<file path="config.mk">
export PLATFORM = sky130hd
export DESIGN_NAME = conv_layer_seq_flat
export DESIGN_NICKNAME = d
export VERILOG_FILES = /design/src/rtl/conv_layer_seq_if.sv /design/src/rtl/conv_layer_seq.sv /design/src/flat_wrapper.sv
export SDC_FILE = /design/constraint.sdc
export NUM_CORES = 1
export LEC_CHECK = 0
export CAP_MARGIN = 25
export CORE_MARGIN = 10
export CORE_UTILIZATION = 40
export CTS_CLUSTER_DIAMETER = 120
export CTS_CLUSTER_SIZE = 8
export DETAILED_ROUTE_END_ITERATION = 10
export DONT_BUFFER_PORTS = 1
export PLACE_DENSITY = 0.65
export SYNTH_ARGS = -nofsm -noshare
export SYNTH_HDL_FRONTEND = slang
export SYNTH_SLANG_ARGS = --single-unit
</file>
<file path="constraint.sdc">
create_clock -name clk -period 2.9 [get_ports clk]
set_clock_uncertainty 0.05 [all_clocks]
set_input_delay 0.87 -clock clk [delete_from_list [all_inputs] [get_ports clk]]
set_output_delay 0.87 -clock clk [all_outputs]
set_load 0.005 [all_outputs]
</file>
<file path="src/rtl/conv_layer_seq_if.sv">
// Bundles the command, weight-ROM and conv-engine signals of conv_layer_seq.
//   slave  : sequencer side (conv_layer_seq)
//   master : environment side (command source, weight ROM, conv engine)
// Ports:
//   cmd_valid/cmd_ready/cmd_layer        layer command handshake
//   busy/layer_done/err_timeout          sequencer status
//   wt_rd/wt_addr/wt_rdata               bit-serial weight ROM read
//   conv_state/conv_start/conv_weight_en/conv_weight/conv_done   engine control
interface conv_layer_seq_if #(
    parameter int unsigned NCH = 6,
    parameter int unsigned AW  = 10
);
    logic           cmd_valid;
    logic           cmd_ready;
    logic           cmd_layer;
    logic           busy;
    logic           layer_done;
    logic           err_timeout;
    logic           wt_rd;
    logic [AW-1:0]  wt_addr;
    logic           wt_rdata;
    logic           conv_state;
    logic           conv_start;
    logic [NCH-1:0] conv_weight_en;
    logic           conv_weight;
    logic [NCH-1:0] conv_done;

    modport slave (
        input  cmd_valid, cmd_layer, wt_rdata, conv_done,
        output cmd_ready, busy, layer_done, err_timeout,
               wt_rd, wt_addr, conv_state, conv_start, conv_weight_en, conv_weight
    );

    modport master (
        output cmd_valid, cmd_layer, wt_rdata, conv_done,
        input  cmd_ready, busy, layer_done, err_timeout,
               wt_rd, wt_addr, conv_state, conv_start, conv_weight_en, conv_weight
    );
endinterface

</file>
<file path="src/rtl/conv_layer_seq.sv">
// Sequencer for the 6-channel conv/relu/maxpool engine. Takes one layer command,
// streams NCH binary KBITS-bit kernels bit-serially from weight ROM into the engine,
// holds engine start until every channel reports done, drains, then pulses layer_done.
// A watchdog aborts a layer whose RUN phase exceeds TIMEOUT cycles (sticky err_timeout).
// Ports:
//   clk   in  rising-edge clock
//   rst   in  synchronous reset, active-high
//   bus   conv_layer_seq_if.slave: command handshake, status, ROM read, engine control
module conv_layer_seq #(
    parameter int unsigned NCH       = 6,
    parameter int unsigned KBITS     = 25,
    parameter int unsigned AW        = 10,
    parameter int unsigned L1_BASE   = 150,
    parameter int unsigned DRAIN_CYC = 16,
    parameter int unsigned TIMEOUT   = 4095
) (
    input  logic            clk,
    input  logic            rst,
    conv_layer_seq_if.slave bus
);
    localparam int unsigned CH_W = (NCH > 1) ? $clog2(NCH) : 1;
    localparam int unsigned B_W  = (KBITS > 1) ? $clog2(KBITS) : 1;
    localparam int unsigned WD_W = 16;
    localparam int unsigned DR_W = (DRAIN_CYC > 1) ? $clog2(DRAIN_CYC) : 1;

    typedef enum logic [2:0] {
        S_IDLE,
        S_LOAD,
        S_ARM,
        S_RUN,
        S_DRAIN,
        S_DONE
    } state_t;

    state_t          state_q, state_d;
    logic [CH_W-1:0] ch_q, ch_d;
    logic [B_W-1:0]  b_q, b_d;
    logic [WD_W-1:0] wdog_q, wdog_d;
    logic [DR_W-1:0] drain_q, drain_d;

    logic            cmd_ready_q, cmd_ready_d;
    logic            busy_q, busy_d;
    logic            layer_done_q, layer_done_d;
    logic            err_q, err_d;
    logic            wt_rd_q, wt_rd_d;
    logic [AW-1:0]   wt_addr_q, wt_addr_d;
    logic            conv_state_q, conv_state_d;
    logic            conv_start_q, conv_start_d;
    logic [NCH-1:0]  weight_en_q, weight_en_d;

    logic            last_bit;

    // (ch_q, b_q) names the kernel bit whose address is on wt_addr this cycle
    assign last_bit = (ch_q == CH_W'(NCH - 1)) && (b_q == B_W'(KBITS - 1));

    // State and registered-output update
    always_ff @(posedge clk) begin
        if (rst) begin
            state_q      <= S_IDLE;
            ch_q         <= '0;
            b_q          <= '0;
            wdog_q       <= '0;
            drain_q      <= '0;
            cmd_ready_q  <= 1'b1;
            busy_q       <= 1'b0;
            layer_done_q <= 1'b0;
            err_q        <= 1'b0;
            wt_rd_q      <= 1'b0;
            wt_addr_q    <= '0;
            conv_state_q <= 1'b0;
            conv_start_q <= 1'b0;
            weight_en_q  <= '0;
        end else begin
            state_q      <= state_d;
            ch_q         <= ch_d;
            b_q          <= b_d;
            wdog_q       <= wdog_d;
            drain_q      <= drain_d;
            cmd_ready_q  <= cmd_ready_d;
            busy_q       <= busy_d;
            layer_done_q <= layer_done_d;
            err_q        <= err_d;
            wt_rd_q      <= wt_rd_d;
            wt_addr_q    <= wt_addr_d;
            conv_state_q <= conv_state_d;
            conv_start_q <= conv_start_d;
            weight_en_q  <= weight_en_d;
        end
    end

    // Next state and next output values
    always_comb begin
        state_d      = state_q;
        ch_d         = ch_q;
        b_d          = b_q;
        wdog_d       = wdog_q;
        drain_d      = drain_q;
        err_d        = err_q;
        conv_state_d = conv_state_q;
        wt_rd_d      = 1'b0;
        wt_addr_d    = '0;
        layer_done_d = 1'b0;
        // A read issued this cycle returns next cycle, so its channel enable follows then
        weight_en_d  = wt_rd_q ? (NCH'(1) << ch_q) : '0;

        case (state_q)
            S_IDLE: begin
                if (bus.cmd_valid && cmd_ready_q) begin
                    state_d      = S_LOAD;
                    conv_state_d = bus.cmd_layer;
                    err_d        = 1'b0;
                    ch_d         = '0;
                    b_d          = '0;
                    wt_rd_d      = 1'b1;
                    wt_addr_d    = bus.cmd_layer ? AW'(L1_BASE) : '0;
                end
            end

            S_LOAD: begin
                if (last_bit) begin
                    state_d = S_ARM;
                end else begin
                    wt_rd_d   = 1'b1;
                    // Kernels are contiguous in ROM, so the address simply increments
                    wt_addr_d = wt_addr_q + AW'(1);
                    if (b_q == B_W'(KBITS - 1)) begin
                        b_d  = '0;
                        ch_d = ch_q + CH_W'(1);
                    end else begin
                        b_d = b_q + B_W'(1);
                    end
                end
            end

            S_ARM: begin
                state_d = S_RUN;
                wdog_d  = '0;
            end

            S_RUN: begin
                // Completion takes priority over a same-cycle watchdog expiry
                if (&bus.conv_done) begin
                    state_d = S_DRAIN;
                    drain_d = '0;
                end else if (wdog_q == WD_W'(TIMEOUT - 1)) begin
                    state_d = S_IDLE;
                    err_d   = 1'b1;
                end else begin
                    wdog_d = wdog_q + WD_W'(1);
                end
            end

            S_DRAIN: begin
                if (drain_q == DR_W'(DRAIN_CYC - 1)) begin
                    state_d      = S_DONE;
                    layer_done_d = 1'b1;
                end else begin
                    drain_d = drain_q + DR_W'(1);
                end
            end

            S_DONE: begin
                state_d = S_IDLE;
            end

            default: begin
                state_d = S_IDLE;
            end
        endcase

        // Status and start levels are looked up from the state being entered
        cmd_ready_d  = (state_d == S_IDLE);
        busy_d       = (state_d != S_IDLE);
        conv_start_d = (state_d == S_RUN);
        if (state_d == S_IDLE) begin
            conv_state_d = 1'b0;
        end
    end

    assign bus.cmd_ready      = cmd_ready_q;
    assign bus.busy           = busy_q;
    assign bus.layer_done     = layer_done_q;
    assign bus.err_timeout    = err_q;
    assign bus.wt_rd          = wt_rd_q;
    assign bus.wt_addr        = wt_addr_q;
    assign bus.conv_state     = conv_state_q;
    assign bus.conv_start     = conv_start_q;
    assign bus.conv_weight_en = weight_en_q;
    // ROM data arrives in the same cycle as its registered enable; mask it otherwise
    assign bus.conv_weight    = bus.wt_rdata & (|weight_en_q);

endmodule

</file>
<file path="src/flat_wrapper.sv">
// flat-port wrapper written by rule: the top's interface ports become plain ports
module conv_layer_seq_flat 
#(
    parameter int unsigned NCH       = 6,
    parameter int unsigned KBITS     = 25,
    parameter int unsigned AW        = 10,
    parameter int unsigned L1_BASE   = 150,
    parameter int unsigned DRAIN_CYC = 16,
    parameter int unsigned TIMEOUT   = 4095
)
  (clk, rst, bus_cmd_valid, bus_cmd_layer, bus_wt_rdata, bus_conv_done, bus_cmd_ready, bus_busy, bus_layer_done, bus_err_timeout, bus_wt_rd, bus_wt_addr, bus_conv_state, bus_conv_start, bus_conv_weight_en, bus_conv_weight);
  conv_layer_seq_if #(.NCH(NCH), .AW(AW)) bus_i ();
  input  logic clk;
  input  logic rst;
  input wire logic [$bits(bus_i.cmd_valid)-1:0] bus_cmd_valid;
  input wire logic [$bits(bus_i.cmd_layer)-1:0] bus_cmd_layer;
  input wire logic [$bits(bus_i.wt_rdata)-1:0] bus_wt_rdata;
  input wire logic [$bits(bus_i.conv_done)-1:0] bus_conv_done;
  output wire logic [$bits(bus_i.cmd_ready)-1:0] bus_cmd_ready;
  output wire logic [$bits(bus_i.busy)-1:0] bus_busy;
  output wire logic [$bits(bus_i.layer_done)-1:0] bus_layer_done;
  output wire logic [$bits(bus_i.err_timeout)-1:0] bus_err_timeout;
  output wire logic [$bits(bus_i.wt_rd)-1:0] bus_wt_rd;
  output wire logic [$bits(bus_i.wt_addr)-1:0] bus_wt_addr;
  output wire logic [$bits(bus_i.conv_state)-1:0] bus_conv_state;
  output wire logic [$bits(bus_i.conv_start)-1:0] bus_conv_start;
  output wire logic [$bits(bus_i.conv_weight_en)-1:0] bus_conv_weight_en;
  output wire logic [$bits(bus_i.conv_weight)-1:0] bus_conv_weight;
  assign bus_i.cmd_valid = bus_cmd_valid;
  assign bus_i.cmd_layer = bus_cmd_layer;
  assign bus_i.wt_rdata = bus_wt_rdata;
  assign bus_i.conv_done = bus_conv_done;
  assign bus_cmd_ready = bus_i.cmd_ready;
  assign bus_busy = bus_i.busy;
  assign bus_layer_done = bus_i.layer_done;
  assign bus_err_timeout = bus_i.err_timeout;
  assign bus_wt_rd = bus_i.wt_rd;
  assign bus_wt_addr = bus_i.wt_addr;
  assign bus_conv_state = bus_i.conv_state;
  assign bus_conv_start = bus_i.conv_start;
  assign bus_conv_weight_en = bus_i.conv_weight_en;
  assign bus_conv_weight = bus_i.conv_weight;
  conv_layer_seq #(.NCH(NCH), .KBITS(KBITS), .AW(AW), .L1_BASE(L1_BASE), .DRAIN_CYC(DRAIN_CYC), .TIMEOUT(TIMEOUT)) u_core (.clk(clk), .rst(rst), .bus(bus_i));
endmodule
</file>
==> impl_metrics.env, run 1 <==
export IMPL_postCtsHoldBufs=0
export IMPL_period_share_pct=80.8
export IMPL_yosysWarningCount=0
export IMPL_placed_area_mm2=0.00265
export IMPL_top_layer="met4"
export IMPL_max_cap_viol_count=0
export IMPL_antenna_found_initial=0
export IMPL_postCtsSetupBuffers=0
export IMPL_rsz0062_at_grt="false"
export IMPL_drive_gt1_share_pct=8.53
export IMPL_reg2reg_to="u_core.bus.wt_addr[2]"
export IMPL_num_rows=29
export IMPL_syn_nets=313
export IMPL_p_clk_share_pct=33.0
export IMPL_final_setup_tns_ps=0
export IMPL_cp_num_buf_inv=0
export IMPL_ff2ff_setup_slack_ps=920
export IMPL_yosysSeqAreaShare_pct=41.6
export IMPL_outcome="finished, final reports clean"
export IMPL_start_kind="flop"
export IMPL_tritoncts="built"
export IMPL_rr_worst_depth=6
export IMPL_setup_viol=0
export IMPL_post_route_min_period_ps=2340
export IMPL_max_slew_margin_rel_pct=66.8
export IMPL_cp_max_fo=2
export IMPL_avgSynthCellArea_um2=8.87
export IMPL_async_flop_share_pct=0
export IMPL_cts_root_buffer="clkbuf_8"
export IMPL_drtIter0Drc=72
export IMPL_die_area_mm2=0.0101
export IMPL_synth_largest_area_cell="dfxtp_1"
export IMPL_crit_arrival_ps=1420
export IMPL_whs_path_depth=1
export IMPL_cts_buffers=5
export IMPL_whs_ps=423
export IMPL_worst_slew_pin_transition_ps=499
export IMPL_cts_resized=0
export IMPL_cp_slowest_stage_delay_ps=520
export IMPL_ys_types=54
export IMPL_routed_via_count=2090
export IMPL_path_delay_family="simple AND/OR/NAND/NOR gates"
export IMPL_cp_slowest_cell="or4_1"
export IMPL_viasPerCell=5.65
export IMPL_p_int_w=0.000952
export IMPL_coreArea_mm2=0.00635
export IMPL_htreeDepth=2
export IMPL_stdcell_area_mm2=0.00274
export IMPL_final_common_cell="dfxtp_1"
export IMPL_final_cell_mix="dfxtp_1, nor2_1, a21oi_1"
export IMPL_die_w_um=101
export IMPL_start_util_pct=40.9
export IMPL_synthesis_area_mm2=0.00260
export IMPL_worst_hold_startpoint="u_core.ch_q[0]"
export IMPL_n_antenna_cell=0
export IMPL_clk_latency_ps=300
export IMPL_p_seq_share_pct=61.5
export IMPL_synth_ff_type="dfxtp_1"
export IMPL_worstPathCellList="or4_1 > o31a_1"
export IMPL_switchingPower_w=0.000298
export IMPL_wl_met3_um=420
export IMPL_drtPass1Iterations=4
export IMPL_area_growth_pct=5.25
export IMPL_top_level_ports=35
export IMPL_wirelength_um=5400
export IMPL_slew_violations=0
export IMPL_p_per_area_mw_per_mm2=457
export IMPL_synth_seq_cells=54
export IMPL_clk_pin_slew_worst_paths_ps=90
export IMPL_drc=0
export IMPL_crit_type="flop to output pin"
export IMPL_end_kind="output pin"
export IMPL_hold_violations=0
export IMPL_fin_util_pct=43.1
export IMPL_gp_congestion=0.833
export IMPL_track_usage_pct=10.9
export IMPL_swShare_pct=23.8
export IMPL_grt_pass1_vias=1907
export IMPL_p_comb_share_pct=5.5
export IMPL_avgRoutedWirePerCell_um=14.6
export IMPL_synth_area_leaders="dfxtp_1, a21oi_1, nor2_1"
export IMPL_grt_max_degree=23
export IMPL_cts_path_max_buffers=2
export IMPL_r2r_start="u_core.b_q[0]"
export IMPL_yosysTopAreaCellShare_pct=41.6
export IMPL_nets=312
export IMPL_synthCells=293
export IMPL_power_leakage_nw=0.940
export IMPL_dp_hpwl_um=4030
export IMPL_ir_drop_v=0.000270
export IMPL_max_freq_mhz=427
export IMPL_clock_sinks=54
export IMPL_die_h_um=101
export IMPL_wl_met2_um=2320
export IMPL_ant_nets=0
export IMPL_fillCellCount=647
export IMPL_crit_required_ps=1980
export IMPL_hold_path_class="flop to flop"
export IMPL_route_layer_met1_wl_um=2620
export IMPL_grt_pass1_wl_um=9180
export IMPL_min_to="u_core.bus.conv_weight_en[2]"
export IMPL_io_buffers=0
export IMPL_synth_edf_count=0
export IMPL_grt_overflow=0
==> power by group through the flow <==
stage | sequential, W | combinational, W | clock, W
floorplan | 0.000782 | 0.0000583 | 0
global placement | 0.000787 | 0.0000688 | 0
detailed placement | 0.000787 | 0.0000695 | 0
finish | 0.000769 | 0.0000686 | 0.000412
global route | 0.000772 | 0.0000802 | 0.000464
CTS | 0.000769 | 0.0000701 | 0.000433
==> flip-flops by register name, indices dropped and copies added, names as in the netlist <==
register / count
u_core.wdog_q: 16
u_core.ch_q: 3
u_core.bus.err_timeout: 1
u_core.drain_q: 4
u_core.bus.wt_addr: 10
u_core.bus.conv_weight_en: 6
u_core.bus.cmd_ready: 1
u_core.b_q: 5
u_core.bus.conv_start: 1
u_core.bus.busy: 1
u_core.bus.layer_done: 1
u_core.bus.wt_rd: 1
u_core.bus.conv_state: 1
u_core.state_q: 3
==> worst max-delay path by stage <==
stage,slack (ps),endpoint,from,depth (start not counted)
detailed placement,750,u_core.wdog_q[15],bus_conv_done[0],6
CTS,530,bus_conv_weight,u_core.bus.conv_weight_en[1],2
global placement,780,u_core.wdog_q[15],bus_conv_done[4],6
floorplan,840,u_core.wdog_q[5],bus_conv_done[0],6
finish,560,bus_conv_weight,u_core.bus.conv_weight_en[1],2
global route,460,bus_conv_weight,u_core.bus.conv_weight_en[1],2
==> worst register-to-register path: stages, from the launching register on <==
cell and delay [ps]:
dfxtp_1 410, inv_1 80, ha_1 210, and4b_1 270, a31oi_4 360, nand2b_1 280
o21ai_0 250
==> cell usage after synthesis (all sizes together) (2+ instances only) <==
| master | number |
|---|---|
| a21o | 2 |
| a21oi | 24 |
| a311oi | 2 |
| a41oi | 2 |
| and2 | 2 |
| and3 | 3 |
| and4 | 2 |
| and4b | 2 |
| buf | 4 |
| clkbuf | 6 |
| dfxtp | 54 |
| ha | 9 |
| inv | 8 |
| nand2 | 21 |
| nand2b | 7 |
| nand3 | 17 |
| nand3b | 3 |
| nand4 | 4 |
| nand4b | 3 |
| nor2 | 32 |
| nor3 | 13 |
| nor3b | 4 |
| nor4 | 3 |
| o21a | 5 |
| o21ai | 12 |
| o31a | 2 |
| o31ai | 6 |
| or2 | 3 |
| or3 | 10 |
| or3b | 2 |
| or4 | 6 |
| xnor2 | 5 |
| xor2 | 6 |
==> stage by stage <==
| step | setup slack, ps | power, W | std cells |
|---|---|---|---|
| CTS | 532 | 0.00127 | 370 |
| floorplan | 843 | 0.000841 | 293 |
| detailed placement | 753 | 0.000856 | 362 |
| global route | 465 | 0.00132 | 370 |
| global placement | 776 | 0.000855 | 362 |
| finish | 558 | 0.00125 | 370 |
==> cell type report <==
| type | count | area, um2 | area share, % |
|---|---|---|---|
| multi-input combinational | 221 | 1430 | 52.2 |
| timing repair buffer | 2 | 15.0 | 0.549 |
| sequential | 54 | 1080 | 39.5 |
| inverter | 8 | 30.0 | 1.10 |
| clock buffer | 6 | 72.6 | 2.65 |
| clock inverter | 2 | 13.8 | 0.503 |
| tap | 77 | 96.3 | 3.52 |
==> metal layers <==
metal | GRT usage (%) | up-vias
met4 | 3.59 | 0
met5 | 0 | -
li1 | - | 1064
met1 | 14.2 | 965
met2 | 16.9 | 57
met3 | 3.09 | 4
==> cell families after synthesis <==
| logic type | count (synthesis) | synth area share, % |
|---|---|---|
| AOI/OAI and AO/OA | 62 | 15.6 |
| xor gates and xnor gates | 11 | 3.71 |
| adders and majority gates | 9 | 4.33 |
| buffers and inverters | 18 | 3.51 |
| DFF | 54 | 41.6 |
| muxes | 1 | 0.433 |
| and+or+nand+nor | 138 | 30.8 |
Note: power is estimated with default switching activity, not from simulation.
==> run 2, diff against run 1 <==
- PLACE_DENSITY: 0.65 -> 0.67
- clock period: 2.9 -> 2.1 ns (I/O delays scaled with it)
==> run 2 against run 1 <==
The flow now finishes with violations (negative setup slack); clock-buffer cell count decreased by 1; combinational power is 38% higher; first-iteration DRC count is 29% higher; global-route usage increased by 0.16 points; sequential share of layout area shrank 0.68 points; via count fell by 0.24%; final cell count up 0.54%; register-to-register slack got worse by 710 ps; largest cell class unchanged; largest power group unchanged; highest routed layer unchanged.
==> impl_metrics.env, run 2 (synthesis gave the netlist of run 1 again) <==
export IMPL_routed_via_count=2085
export IMPL_power_leakage_nw=0.961
export IMPL_path_delay_family="simple AND/OR/NAND/NOR gates"
export IMPL_num_rows=29
export IMPL_p_per_area_mw_per_mm2=684
export IMPL_fillCellCount=633
export IMPL_final_setup_tns_ps=-24.2
export IMPL_worstPathCellList="or4_4 > o31a_1"
export IMPL_final_cell_mix="dfxtp_1, nor2_1, a21oi_1"
export IMPL_io_buffers=0
export IMPL_area_growth_pct=7.22
export IMPL_clk_pin_slew_worst_paths_ps=110
export IMPL_switchingPower_w=0.000461
export IMPL_max_slew_margin_rel_pct=71.5
export IMPL_track_usage_pct=11.1
export IMPL_hold_violations=0
export IMPL_tritoncts="built"
export IMPL_crit_arrival_ps=1440
export IMPL_cp_slowest_stage_delay_ps=510
export IMPL_crit_required_ps=1420
export IMPL_post_route_min_period_ps=2120
export IMPL_ir_drop_v=0.000340
export IMPL_cts_root_buffer="clkbuf_8"
export IMPL_grt_max_degree=23
export IMPL_fin_ws_ps=-24.2
export IMPL_violations="negative setup slack"
export IMPL_cp_num_buf_inv=0
export IMPL_worst_slew_pin_transition_ps=428
export IMPL_grt_overflow=0
export IMPL_grt_pass1_wl_um=9220
export IMPL_nets=314
export IMPL_max_cap_viol_count=0
export IMPL_dp_hpwl_um=4080
export IMPL_stdcell_area_mm2=0.00279
export IMPL_cts_path_max_buffers=2
export IMPL_rsz0062_at_grt="true"
export IMPL_drtPass1Iterations=4
export IMPL_cp_slowest_cell="or4_4"
export IMPL_crit_type="flop to output pin"
export IMPL_die_h_um=101
export IMPL_period_share_pct=101
export IMPL_drtIter0Drc=93
export IMPL_wirelength_um=5580
export IMPL_antenna_found_initial=0
export IMPL_start_kind="flop"
export IMPL_cts_buffers=5
export IMPL_n_antenna_cell=0
export IMPL_outcome="finished, violations left"
export IMPL_die_area_mm2=0.0101
export IMPL_end_kind="output pin"
export IMPL_avgRoutedWirePerCell_um=15.0
export IMPL_p_seq_share_pct=55.9
export IMPL_p_clk_share_pct=39.1
export IMPL_postCtsHoldBufs=0
export IMPL_placed_area_mm2=0.00267
export IMPL_slew_violations=0
export IMPL_post_place_cells=364
export IMPL_coreArea_mm2=0.00635
export IMPL_ant_nets=0
export IMPL_htreeDepth=2
export IMPL_drc=0
export IMPL_gp_congestion=0.780
export IMPL_top_level_ports=35
export IMPL_clock_sinks=54
export IMPL_die_w_um=101
export IMPL_drive_gt1_share_pct=10.2
export IMPL_pre_cts_slack_ps=177
export IMPL_hold_path_class="input pin to flop"
export IMPL_grt_pass1_vias=1938
export IMPL_setup_viol=1
export IMPL_largest_reg_flops=16
export IMPL_swShare_pct=24.2
export IMPL_p_comb_share_pct=5.0
export IMPL_viasPerCell=5.60
export IMPL_start_util_pct=40.9
export IMPL_final_common_cell="dfxtp_1"
export IMPL_stdcell_count=372
export IMPL_clk_latency_ps=320
export IMPL_cp_max_fo=2
export IMPL_largest_register="u_core.wdog_q"
export IMPL_p_int_w=0.00145
export IMPL_max_freq_mhz=471
-- run 2: worst paths after layout --
| path | startpoint | endpoint | slack [ps] | cells after the start |
|---|---|---|---|---|
| min reg2reg | u_core.ch_q[0] | u_core.bus.conv_weight_en[2] | 430 | 1 |
| max | u_core.bus.conv_weight_en[1] | bus_conv_weight | -20 | 2 |
| min | rst | u_core.drain_q[0] | 320 | 1 |
| max reg2reg | u_core.state_q[1] | u_core.wdog_q[11] | 210 | 5 |
-- run 2: final cells by class --
type | instances | area [um2] | share of cell area (%)
repair buffers | 4 | 30.0 | 1.08
well taps | 77 | 96.3 | 3.46
clock buffers | 5 | 68.8 | 2.47
clock inverters | 3 | 48.8 | 1.75
multi-input cells | 221 | 1430 | 51.3
inverters | 8 | 30.0 | 1.08
flip-flops and latches | 54 | 1080 | 38.8
-- run 2: through the flow --
step / util, % / total power (W) / hold slack [ps]
2_1_floorplan: - / 0.00116 / 383
3_3_place_gp: 42.0 / 0.00118 / 407
3_5_place_dp: 42.0 / 0.00118 / 405
4_1_cts: 43.8 / 0.00192 / 308
5_1_grt: 43.9 / 0.00198 / 295
6_report: 43.9 / 0.00191 / 320
-- run 2: power groups by stage --
| stage | combinational (W) | sequential [W] | clock, W |
|---|---|---|---|
| floorplan | 0.0000805 | 0.00108 | 0 |
| global placement | 0.0000933 | 0.00109 | 0 |
| detailed placement | 0.0000942 | 0.00109 | 0 |
| CTS | 0.0000946 | 0.00107 | 0.000760 |
| global route | 0.000107 | 0.00107 | 0.000806 |
| finish | 0.0000947 | 0.00107 | 0.000746 |
-- run 2: what timing repair did --
item	CTS	global route
gates resized for setup	1	1
endpoints found under the setup margin	1	1
setup buffers	0	0
gates cloned	0	0
-- run 2: per-layer routing --
metal | part of all wire (%) | track usage (%)
met5 | 0 | 0
met4 | 1.8 | 5.22
met3 | 7.5 | 3.77
met1 | 49 | 14.1
met2 | 42 | 16.3
